### config.mk
export PLATFORM = sky130hd
export DESIGN_NAME = pulse_timestamp_fifo
export DESIGN_NICKNAME = d
export VERILOG_FILES = /design/src/rtl/pulse_timestamp_fifo.sv
export SDC_FILE = /design/constraint.sdc
export NUM_CORES = 1
export LEC_CHECK = 0
export CAP_MARGIN = 20
export CORE_MARGIN = 1.5
export CORE_UTILIZATION = 30
export CTS_BUF_LIST = sky130_fd_sc_hd__clkbuf_4
export DETAILED_ROUTE_END_ITERATION = 16
export GPL_TIMING_DRIVEN = 0
export HOLD_SLACK_MARGIN = 0.02
export SYNTH_ARGS = -nofsm -noshare
export SYNTH_HDL_FRONTEND = slang
export SYNTH_SLANG_ARGS = --single-unit
### constraint.sdc
create_clock -name iCLK -period 5.4 [get_ports iCLK]
set_input_delay 1.62 -clock iCLK [delete_from_list [all_inputs] [get_ports iCLK]]
set_output_delay 1.62 -clock iCLK [all_outputs]
set_load 0.03 [all_outputs]
### src/rtl/pulse_timestamp_fifo.sv
// pulse_timestamp_fifo: synchronise a pulse pin, strobe rising edges and queue their timestamps in a FWFT FIFO.
module pulse_timestamp_fifo #(
  parameter int WIDTH     = 32,
  parameter int DEPTH     = 16,
  parameter int OVF_WIDTH = 16
) (
  input  logic                   iCLK,
  input  logic                   iRESETn,
  input  logic                   iPULSE,
  input  logic                   iCLEAR,
  input  logic                   iPOP,
  output logic                   oEDGE,
  output logic [WIDTH-1:0]       oDATA,
  output logic                   oVALID,
  output logic [$clog2(DEPTH):0] oCOUNT,
  output logic                   oFULL,
  output logic [OVF_WIDTH-1:0]   oOVF_CNT
);
  localparam int AW = $clog2(DEPTH);
  logic [WIDTH-1:0] mem [DEPTH];
  logic s1_q, s2_q, s3_q;
  logic edge_q, edge_d;
  logic [WIDTH-1:0] tb_q, tb_d;
  logic [AW-1:0] wptr_q, wptr_d, rptr_q, rptr_d;
  logic [AW:0] cnt_q, cnt_d;
  logic [OVF_WIDTH-1:0] ovf_q, ovf_d;
  logic detect, full, pop, wr, drop;
  always_comb begin
    detect = s2_q & ~s3_q;
    full   = cnt_q == (AW+1)'(DEPTH);
    pop    = ~iCLEAR & iPOP & (cnt_q != '0);
    // a simultaneous pop frees the slot, so a full FIFO still accepts the push
    wr     = ~iCLEAR & detect & (~full | pop);
    drop   = ~iCLEAR & detect & full & ~pop;
    edge_d = ~iCLEAR & detect;
    tb_d   = iCLEAR ? '0 : tb_q + WIDTH'(1);
    wptr_d = iCLEAR ? '0 : wptr_q + AW'(wr);
    rptr_d = iCLEAR ? '0 : rptr_q + AW'(pop);
    cnt_d  = iCLEAR ? '0 : cnt_q + (AW+1)'(wr) - (AW+1)'(pop);
    ovf_d  = iCLEAR ? '0 : (drop & ~&ovf_q) ? ovf_q + OVF_WIDTH'(1) : ovf_q;
  end
  always_ff @(posedge iCLK or negedge iRESETn) begin
    if (!iRESETn) begin
      s1_q   <= 1'b0;
      s2_q   <= 1'b0;
      s3_q   <= 1'b0;
      edge_q <= 1'b0;
      tb_q   <= '0;
      wptr_q <= '0;
      rptr_q <= '0;
      cnt_q  <= '0;
      ovf_q  <= '0;
    end else begin
      s1_q   <= iPULSE;
      s2_q   <= s1_q;
      s3_q   <= s2_q;
      edge_q <= edge_d;
      tb_q   <= tb_d;
      wptr_q <= wptr_d;
      rptr_q <= rptr_d;
      cnt_q  <= cnt_d;
      ovf_q  <= ovf_d;
    end
  end
  always_ff @(posedge iCLK) begin
    if (wr) mem[wptr_q] <= tb_q;
  end
  assign oEDGE    = edge_q;
  assign oVALID   = cnt_q != '0;
  assign oDATA    = oVALID ? mem[rptr_q] : '0;
  assign oCOUNT   = cnt_q;
  assign oFULL    = full;
  assign oOVF_CNT = ovf_q;
endmodule

---- Yosys cells after proc, flatten, opt, wreduce, memory -nomap -nowiden ----
Memory sizes are Yosys's and may differ from the RTL's.
Cells that the tools add are included.
word-level totals
  logic and storage cells ................. 43
  register bits ........................... 65
  bits of input ports ..................... 5
  output and inout port bits .............. 56
  memories kept ........................... 1
  RAM bits ................................ 512
cells by class
  equality and inequality tests ........... 1
  add/sub/neg operators ................... 6
  multiplexer cells ....................... 9
  reduce and logical (&&, ||, !) cells .... 4
  bitwise logic cells ..................... 13
memory list
  name  words  bits a word  read ports  clocked after memory_dff  wr ports  RTL line  RTL
  mem   16     32           1           0                         1         20        logic [WIDTH-1:0] mem [DEPTH];
operator list
  cell                   number
  $mux 32                2
  $add 32x1->32 const B  1
  $mux 16                2
  $add 16x1->16 const B  1
  $reduce_and 16->1      1
  $add 4x1->4            2
  $and 1x1->1            8
  $mux 4                 2
  $add 5x1->5            1
  $eq 5x5->1 const B     1
  $mux 5                 1
  $reduce_bool 5->1      1
  $sub 5x1->5            1
  $not 1->1              4
  $mux 1                 2
  $reduce_bool 2->1      1
  $logic_not 1->1        1
  $or 1x1->1             1

---- Longest topological paths before layout ----
Gate-level depths: netlist of run 1.
  depth in word-level cells ............... 8
  gate-level depth with buffers ........... 12
  mapped depth without buffers ............ 12

---- Worst setup path after synthesis of run 1 ----
Ideal clock, no wire load.
  path type ............................... in2reg
  start ................................... in iCLEAR
  end ..................................... mem mem[0][0], enable pin
  setup time .............................. 513 ps
  path slack .............................. -770 ps
  required time ........................... 4887 ps
  stages on the path ...................... 4
  path buffers ............................ 0
  data arrival time ....................... 5657 ps
  cell sequence ........................... nor3b_1 > o21ai_1 > nor2_1 > nor4b_1
on the way
  cells in the longest elaborated chain, start to end .. 7
  elaborated cells between the ends (all ways) .. 8
  those cells by class .................... mux: 2; bitwise: 6
RTL lines
  item                              RTL line  RTL
  start, declared                   10        input logic iCLEAR,
  $not 1->1 (*)                     31, 33
  $and 1x1->1 (2 in a row)          31        pop = ~iCLEAR & iPOP & (cnt_q != '0);
  $or 1x1->1                        33        wr = ~iCLEAR & detect & (~full | pop);
  $and 1x1->1 (*)                   33
  $mux 1 (*)                        66        if (wr) mem[wptr_q] <= tb_q;
  $mux 1 (not written as such) (*)  66
  end, declared                     20
Every way passes the cells marked *; elsewhere a longest branch is shown, timed or not.

---- Final worst setup path of run 1 ----
  start ................................... reg cnt_q[2], in the netlist oCOUNT[2]
  end ..................................... out oDATA[1]
on the way
  cells in the longest elaborated chain, start to end .. 2
RTL lines
  item                    RTL line  RTL
  start, declared         25        logic [AW:0] cnt_q, cnt_d;
  start signal, assigned  61        cnt_q <= cnt_d;
  $reduce_bool 5->1       69        assign oVALID = cnt_q != '0;
  $mux 32                 70        assign oDATA = oVALID ? mem[rptr_q] : '0;
  end, declared           13        output logic [WIDTH-1:0] oDATA,
No other way between the ends.

==> results of run 1 <==
worst reg2reg max path: cells and delay by family (launching register included):
family	cells	cell delay, ps
adder cells (fa/ha/maj)	3	830
buffers and inverters	1	100
flip-flops	1	420
AND/OR/NAND/NOR	5	1650
AO/OA/AOI/OAI	3	430
power by group:
group          switching (mW)  internal [mW]  leakage, nW
clock network            1.73           2.11         1.15
registers              0.0312           4.83         5.64
logic                   0.920          0.636         2.26
total                    2.68           7.57         9.04
metal layers:
metal,vias to the layer above,GRT usage [%],routed length (um)
met3,81,3.56,2690
met4,0,5.34,1080
li1,5242,-,-
met5,-,0,0
met1,6266,18.0,23000
met2,341,21.5,24700
final timing paths:
path,to,slack [ps],cells after the start
min in group asynchronous,oCOUNT[3],760,1
max in group asynchronous,tb_q[6],3980,1
setup / recovery,oDATA[1],190,7
hold / removal,s2_q,360,0
setup reg to reg,oCOUNT[4],1900,12
hold reg to reg,s2_q,360,0
cell families (layout without fill, tap and decap cells):
group           after synthesis  in the layout
flops                       577            577
other cells                   0              3
compound gates               78             78
mux                         194            194
fa+ha+maj                    12             12
buf+inv                      62            413
simple gates                178            178
xor+xnor                     37             37
cell usage after synthesis (18+ instances only):
cell type	count
nor2_1	57
nand2_1	24
xor2_1	25
dfrtp_1	65
mux4_2	128
edfxtp_1	512
mux2i_1	66
nand3_1	22
buf_2	18
o22ai_1	32
clkbuf_1	19
flip-flops by register name, indices dropped and copies added, names as in the netlist:
signal / cells
s2_q: 1
mem: 512
wptr_q: 4
oCOUNT: 5
oOVF_CNT: 16
s1_q: 1
oEDGE: 1
rptr_q: 4
tb_q: 32
s3_q: 1
final cells by class:
class	count	share of cell area [%]
clock buffer	221	6.11
clock inverter	34	1.07
multi-input combinational	499	20.6
timing repair buffer	96	3.78
tap	969	4.47
inverter	10	0.138
sequential	577	62.6
buffer	52	1.16
antenna	3	0.0277
what timing repair did:
action                                 in CTS  in global routing
pin swaps                                   0                  0
setup endpoints to repair                  32                  2
hold buffers                                0                  0
endpoints found under the hold margin       0                  0
cloned                                      0                  0
gates resized for setup                    72                  4
==> reports/results.ini, run 1 <==
[run_status]
status=finished, final reports clean

[grt]
grt.overflow.total=0
grt_pass1_vias=12700
antenna_found_initial=2
grt_max_degree=66
grt_pass1_wl_um=78200
track_usage_pct=13.6

[critical_path]
required_ps=3780
cpLargestDelayFamily=simple AND/OR/NAND/NOR gates
critPathArrivalTime_ps=3590
critPathLaunch=oCOUNT[2]
critPathLaunchType=flip-flop
worstPathCellList=inv_1 -> ha_1 -> or4b_2 -> nand2b_4 -> buf_4 -> o22ai_1 -> dlygate4sd2_1
max_stage_delay_ps=750
slowest_stage=or4b_2
worst-path-buf-inv=3
end_kind=output port
reg2reg_from=oCOUNT[2]
critPathKind=reg2out
crit_fanout=10

[layout]
final_area_sq_um=27100
area_delta_synth_final_pct=19.4
final_net_count=1400
drive_above_1_share_pct=31.9
final_cells=2461
fin_util_pct=36.3
multi_input_area_sq_um=5590
final_common_cell=edfxtp_1
n_fill_cell=6863
final-seq-area_sq_um=17000
final_cell_mix=edfxtp_1, clkbuf_4, mux4_2

[synth]
synthCells=1138
ys_ff_latch=577
synthFlopType=edfxtp_1
synth_top_family_by_area=multiplexers
synth-compound-area-share_pct=2.13
synth_top_area_share_pct=67.6
synth_edf_count=512
yosys.area_share.simple_pct=4.20
synth-xor-area-share_pct=1.43
synth.largest_area_cell=edfxtp_1
ys_top_cells_by_area=edfxtp_1, mux4_2, dfrtp_1
syn_area_per_cell_sq_um=20.0
synth_nets=1155
muxShareOfSynthArea_pct=15.6
ys_warn_count=0
yosysSeqAreaShare_pct=74.8
synthesis.area_sq_um=22700
synth.distinct_cells=50
synth-async-reset-ratio_pct=11.3
yosys.area_share.adder_pct=0.693

[sta]
setup_violations=0
rsz0062_at_grt=no
setup_slack_ps=192
hold_viol=0
fin_setup_tns_ps=0
maxSlewHeadroom_pct=31.5
max_freq_mhz=192
hold_slack_ps=357
worst_pin_slew_ps=1020
fin_crit_ps=5210
final_max_slew_viol_count=0
clock-skew-final_ps=71.8
finalCritPeriodShare_pct=96.4

[die]
initial_utilization_pct=30.4
core_area_sq_um=74700
rows=100
die_y_um=278
dieArea_sq_um=77500
num_io_pins=61
die_w_um=278

[clock_network]
numCtsBuffers=147
post_cts_buffers=0
cts_root_buffer=clkbuf_4
path_clk_slew_ps=70
max-clock-path-buffers=3
cts.sinks=577
clock_latency_ps=970
htreeDepth=4
cts_tree=done

[power_and_ir_drop]
p_leak_nw=9.04
ir_worst_vdd_mv=0.230
total_power_mw=10.3
power-per-cell-area_nw_per_um2=378

[worst_hold_path]
worstHoldStart=s1_q
hold_path_class=reg2reg

[route]
via_per_inst=4.85
drt_iter0_drc=856
drtAntennaViolNets=0
firstDrtPassIters=5
drt-total-wl_um=51400
drcViolationCount=0
wl_per_cell_um=20.9
vias=11900

[placement]
gp_congestion=0.767
dpl.hpwl_um=33000
place_ws_ps=461
place_inst=2203
dpl_cell_area_sq_um=25100
io_buffers=60

[run]
maxCapViolations=0

(Power assumes the default switching activity.)
==> run 2, diff against run 1 <==
CORE_ASPECT_RATIO = 0.7   (was not set)
PLACE_DENSITY = 0.46   (was not set)
REMOVE_ABC_BUFFERS = 1   (was not set)
==> run 2 against run 1 <==
Cell count fell by 0.45%. Core utilization rose by 0.12 points. Clock power fell by 4%. Routed wire length rose by 8.0%. Setup slack improved by 180 ps. Non-clock buffer count fell by 19. Combinational power rose by 10%. Critical path depth fell by 1. Maximum frequency rose by 3.6%. Critical endpoint is now oDATA[2]. Largest cell class unchanged.
==> reports/results.ini, run 2 (synthesized netlist as in run 1, its figures left out) <==
[die]
initial_utilization_pct=30.3  ; -0.14 points
die_y_um=233  ; -16%
dieArea_sq_um=77500  ; about the same
core_area_sq_um=75000  ; +0.46%
num_io_pins=61  ; unchanged
die_w_um=332  ; +19%
rows=84  ; -16%

[route]
drt-total-wl_um=55600  ; +8.0%
wl_per_cell_um=22.7  ; +8.5%
vias=11700  ; -1.8%
drt_iter0_drc=845  ; -1.3%
drtAntennaViolNets=0  ; unchanged
via_per_inst=4.78  ; -1.4%
firstDrtPassIters=6  ; +1
drcViolationCount=0  ; unchanged

[sta]
hold_slack_ps=349  ; -8.50 ps
max_freq_mhz=199  ; +3.6%
hold_viol=0  ; unchanged
final_max_slew_viol_count=0  ; unchanged
setup_violations=0  ; unchanged
setup_slack_ps=371  ; +179 ps
worst_pin_slew_ps=1040  ; +21.5 ps
maxSlewHeadroom_pct=30.5  ; -1.0 points
fin_setup_tns_ps=0  ; unchanged
finalCritPeriodShare_pct=93.1  ; -3.3 points
clock-skew-final_ps=41.9  ; -29.9 ps
rsz0062_at_grt=no
fin_crit_ps=5030  ; -179 ps

[critical_path]
critPathLaunch=oCOUNT[3]
critPathKind=reg2out
critPathLaunchType=flip-flop
endpoint=oDATA[2]
reg2reg_from=s2_q
max_stage_delay_ps=620  ; -130 ps
rr_endpoint=mem[0][31]
required_ps=3780  ; about the same
end_kind=output port
worstPathCellList=inv_1 -> ha_1 -> or4b_4 -> nand2b_2 -> o22ai_1 -> clkdlybuf4s50_1
r2r.worst_path.cells=7  ; -5
reg2reg_setup_slack_ps=2090  ; +190 ps
slowest_stage=clkdlybuf4s50_1
crit_fanout=10  ; unchanged
critPathArrivalTime_ps=3410  ; -180 ps

[layout]
drive_above_1_share_pct=31.0  ; -0.94 points
final_cells=2450  ; -0.45%
regMostFlops=mem
final_net_count=1377  ; -1.6%
largest_register_ffs=512  ; unchanged
area_delta_synth_final_pct=20.3
final_common_cell=edfxtp_1
final_cell_mix=edfxtp_1, clkbuf_4, mux4_2

[clock_network]
cts.sinks=577  ; unchanged
max-clock-path-buffers=3  ; unchanged
htreeDepth=4  ; unchanged
cts_root_buffer=clkbuf_4
clock_latency_ps=870  ; -100 ps
cts_tree=done
path_clk_slew_ps=70  ; about the same
numCtsBuffers=142  ; -3.4%

[power_and_ir_drop]
pwr-share-clk_pct=35.8  ; -1.6 points
seq_power_share_pct=47.4  ; about the same
power.switching_mw=2.71  ; +0.76%
switching_share_pct=26.3  ; +0.17 points
power-per-cell-area_nw_per_um2=375  ; -0.69%
p_comb_share_pct=16.7  ; +1.5 points
ir_worst_vdd_mv=0.218  ; -5.4%
total_power_mw=10.3  ; +0.11%
internal_power_mw=7.57  ; -0.12%
p_leak_nw=8.96  ; -0.93%

[grt]
grt_pass1_vias=12400  ; -2.6%
grt.overflow.total=0  ; unchanged
antenna_found_initial=2  ; unchanged
grt_pass1_wl_um=82100  ; +5.0%
grt_max_degree=58  ; -12%
track_usage_pct=14.6  ; +0.98 points

[run]
maxCapViolations=0  ; unchanged

[placement]
io_buffers=60  ; unchanged
gp_congestion=0.710  ; -7.4%
place_inst=2198  ; -0.23%
place_ws_ps=406  ; -55.3 ps
dpl.hpwl_um=33600  ; +1.5%

[worst_hold_path]
hold_path_class=reg2reg
worstHoldPathCells=0  ; unchanged

[run_status]
status=finished, final reports clean

==> run 2: critical path, delay by kind of cell (launching register included) <==
| family | cells | cell delay (ps) |
|---|---|---|
| AOI/OAI and AO/OA | 1 | 200 |
| buffers and inverters | 2 | 710 |
| DFF | 1 | 400 |
| adders and majority gates | 1 | 160 |
| and+or+nand+nor | 2 | 1070 |
==> run 2: per-stage QoR <==
| step | util [%] | area (sq um) |
|---|---|---|
| 2_1_floorplan | - | 22500 |
| 3_3_place_gp | 32.4 | 24300 |
| 3_5_place_dp | 33.8 | 25400 |
| 4_1_cts | 36.4 | 27300 |
| 5_1_grt | 36.5 | 27400 |
| 6_report | 36.5 | 27400 |
==> run 2: power by group through the flow <==
stage	Combinational, mW	Sequential (mW)	Clock (mW)
4_1_cts	1.76	4.87	3.82
3_5_place_dp	1.59	5.01	0
3_3_place_gp	1.55	5.15	0
2_1_floorplan	0.956	5.10	0
6_report	1.72	4.87	3.68
5_1_grt	1.84	4.87	4.05
==> run 2: routing by layer <==
layer	global-route usage, %	share of wire (%)
met1	21.8	50
met2	20.8	43
met3	4.06	5.8
met4	3.70	1.1
met5	0	0
==> run 2: layout make-up <==
cell class	instances	area [sq um]
fillers	7039	47700
flip-flops and latches	577	17000
multi-input cells	500	5620
repair buffers	129	1640
clock buffers	201	1510
well taps	989	1240
clock inverters	43	307
inverters	10	37.5
diodes	1	2.50
==> run 2: worst min-delay path by stage <==
stage	from	to	slack (ps)
3_3_place_gp	s1_q	s2_q	340
2_1_floorplan	s1_q	s2_q	330
6_report	s1_q	s2_q	350
5_1_grt	s1_q	s2_q	370
3_5_place_dp	s1_q	s2_q	340
4_1_cts	s1_q	s2_q	350
==> run 2: timing repair <==
item / CTS / global route
gates resized for setup: 4 / 1
buffers inserted: 6 / 0
hold buffers: 0 / 0
setup endpoints to repair: 32 / 1
cloned: 1 / 0
==> run 3, diff against run 2 <==
CTS_BUF_LIST = sky130_fd_sc_hd__clkbuf_16   (was sky130_fd_sc_hd__clkbuf_4)
clock period = 6 ns   (was 5.4 ns; I/O delays follow)
==> run 3 against run 2 <==
Critical path depth grew 1. Combinational power shrank 19%. Global-route usage shrank 0.67 points. Routed wire length shrank 3.8%. Clock power shrank 5%. Total power shrank 9.3%. Via count shrank 5.0%. Non-clock buffer count shrank 6. Setup slack gained 53 ps. First-iteration DRC count grew 4.3%. Core utilization shrank 0.20 points. Largest cell class unchanged. Largest power group unchanged. Highest routed layer unchanged.
==> reports/results.ini, run 3 (synthesized netlist as in run 1, its figures left out) <==
[grt]
grt.overflow.total=0  ; unchanged
grt_max_degree=58  ; unchanged
grt_pass1_wl_um=79300  ; -3.4%
antenna_found_initial=0  ; -2
track_usage_pct=13.9  ; -0.67 points
grt_pass1_vias=11700  ; -5.6%

[clock_network]
numCtsBuffers=54  ; -62%
path_clk_slew_ps=70  ; about the same
cts_resized=0  ; -4
cts_root_buffer=clkbuf_16
cts_tree=done
post_cts_buffers=0  ; -6
htreeDepth=2  ; -2
max-clock-path-buffers=3  ; unchanged
cts.sinks=577  ; unchanged
postCtsHoldBufs=0  ; unchanged
clock_latency_ps=610  ; -260 ps

[layout]
drive_above_1_share_pct=23.6  ; -7.4 points
diodes=0  ; -1
final_area_sq_um=27200  ; -0.55%
final_common_cell=edfxtp_1
final_net_count=1282  ; -6.9%
fin_util_pct=36.3  ; -0.20 points
largest_register_ffs=512  ; unchanged
final_cell_mix=edfxtp_1, mux4_2, mux2i_1
final_cells=2300  ; -6.1%
area_delta_synth_final_pct=19.7
regMostFlops=mem

[route]
via_per_inst=4.84  ; +1.2%
drtAntennaViolNets=0  ; unchanged
wl_met3_um=2420  ; -25%
drt_iter0_drc=881  ; +4.3%
firstDrtPassIters=6  ; unchanged
dr_wl_met2_um=22800  ; -4.6%
wl_per_cell_um=23.2  ; +2.5%
wl_met1_um=27300  ; -2.1%
drt-total-wl_um=53500  ; -3.8%
vias=11100  ; -5.0%
drcViolationCount=0  ; unchanged
topRoutingLayerUsed=met4

[placement]
gp_congestion=0.710  ; unchanged
dpl.hpwl_um=33600  ; unchanged
place_ws_ps=826  ; +420 ps
io_buffers=60  ; unchanged
dpl_cell_area_sq_um=25400  ; unchanged
place_inst=2198  ; unchanged

[critical_path]
slowest_stage=or4b_2
reg2reg_setup_slack_ps=2630  ; +540 ps
worstPathCellList=inv_1 -> ha_1 -> or4b_2 -> nand2b_2 -> buf_16 -> o22ai_1 -> clkdlybuf4s50_1
critPathKind=reg2out
required_ps=4200  ; +420 ps
worst-path-buf-inv=3  ; +1
crit_fanout=20  ; +10
critPathArrivalTime_ps=3780  ; +370 ps
cpLargestDelayFamily=simple AND/OR/NAND/NOR gates
end_kind=output port
max_stage_delay_ps=710  ; +90 ps
critPathLaunchType=flip-flop

[worst_hold_path]
hold_path_class=reg2reg

[die]
die_y_um=233  ; unchanged
core_area_sq_um=75000  ; unchanged
rows=84  ; unchanged
dieArea_sq_um=77500  ; unchanged
num_io_pins=61  ; unchanged
die_w_um=332  ; unchanged
initial_utilization_pct=30.3  ; unchanged

[sta]
max_freq_mhz=179
worst_pin_slew_ps=967  ; -72.6 ps
fin_crit_ps=5580
final_max_slew_viol_count=0  ; unchanged
setup_slack_ps=424  ; +53.3 ps
setup_violations=0  ; unchanged
rsz0062_at_grt=no
hold_viol=0  ; unchanged
finalCritPeriodShare_pct=92.9
clock-skew-final_ps=12.9  ; -29.0 ps
maxSlewHeadroom_pct=35.3  ; +4.9 points

[power_and_ir_drop]
total_power_mw=9.31  ; -9.3%
power.switching_mw=2.33  ; -14%
power-per-cell-area_nw_per_um2=342  ; -8.8%
p_comb_share_pct=15.1  ; -1.6 points
p_leak_nw=8.75  ; -2.3%
internal_power_mw=6.99  ; -7.7%
pwr-share-clk_pct=37.5  ; +1.7 points
switching_share_pct=25.0  ; -1.4 points
ir_worst_vdd_mv=0.165  ; -24%
seq_power_share_pct=47.5  ; about the same

[run]
maxCapViolations=0  ; unchanged

[run_status]
status=finished, final reports clean

-- run 3: cell count changes in the layout (fill, tap and decap cells not counted), moves of 2 or more --
| cell | previous run | this run |
|---|---|---|
| inv_2 | 5 | 0 |
| inv_6 | 0 | 3 |
| buf_12 | 10 | 7 |
| clkinv_1 | 27 | 8 |
| clkbuf_4 | 201 | 0 |
| clkinv_2 | 4 | 12 |
| inv_1 | 10 | 22 |
| buf_4 | 27 | 25 |
| clkbuf_16 | 0 | 57 |
-- run 3: power groups by stage --
stage	clock network, mW	logic, mW	registers, mW
floorplan	0	0.861	4.59
global placement	0	1.39	4.64
detailed placement	0	1.43	4.51
CTS	3.59	1.44	4.42
global route	3.74	1.50	4.43
finish	3.49	1.40	4.42
-- run 3: worst reg2reg max path, cell delays in order, from the launching register on --
cell	delay [ps]
dfrtp_1	400
inv_1	90
ha_1	160
or4b_2	710
and3_1	280
nand2_1	140
o21ai_0	110
ha_1	240
fa_1	410
a21oi_1	190
nor2_1	70
or3_1	340
a21oi_1	160
-- run 3: path summary, 6_finish.rpt --
path,from,endpoint,cells past startpoint
min reg2reg,s1_q,s2_q,0
max reg2reg,oCOUNT[3],oCOUNT[4],12
min,s1_q,s2_q,0
max in group asynchronous,iRESETn,tb_q[22],2
max,oCOUNT[3],oDATA[9],7
min in group asynchronous,iRESETn,oCOUNT[2],1
-- run 3: final cells by class --
type                       count  area, sq um
clock inverter                45          382
timing repair buffer         123         1530
fill                        6946        47800
sequential                   577        17000
tap                          989         1240
inverter                      10         37.5
multi-input combinational    499         5580
clock buffer                  57         1430
-- run 3: per-stage QoR --
stage | hold WS [ps] | setup TNS [ps]
CTS | 351 | 0
global route | 367 | 0
global placement | 335 | -2654180
finish | 349 | 0
detailed placement | 336 | 0
floorplan | 331 | -75440
-- run 3: metal layers --
| layer | GRT usage, % | vias up |
|---|---|---|
| met1 | 21.5 | 5906 |
| met3 | 2.42 | 75 |
| li1 | - | 4904 |
| met2 | 20.1 | 236 |
| met5 | 0 | - |
| met4 | 3.76 | 0 |
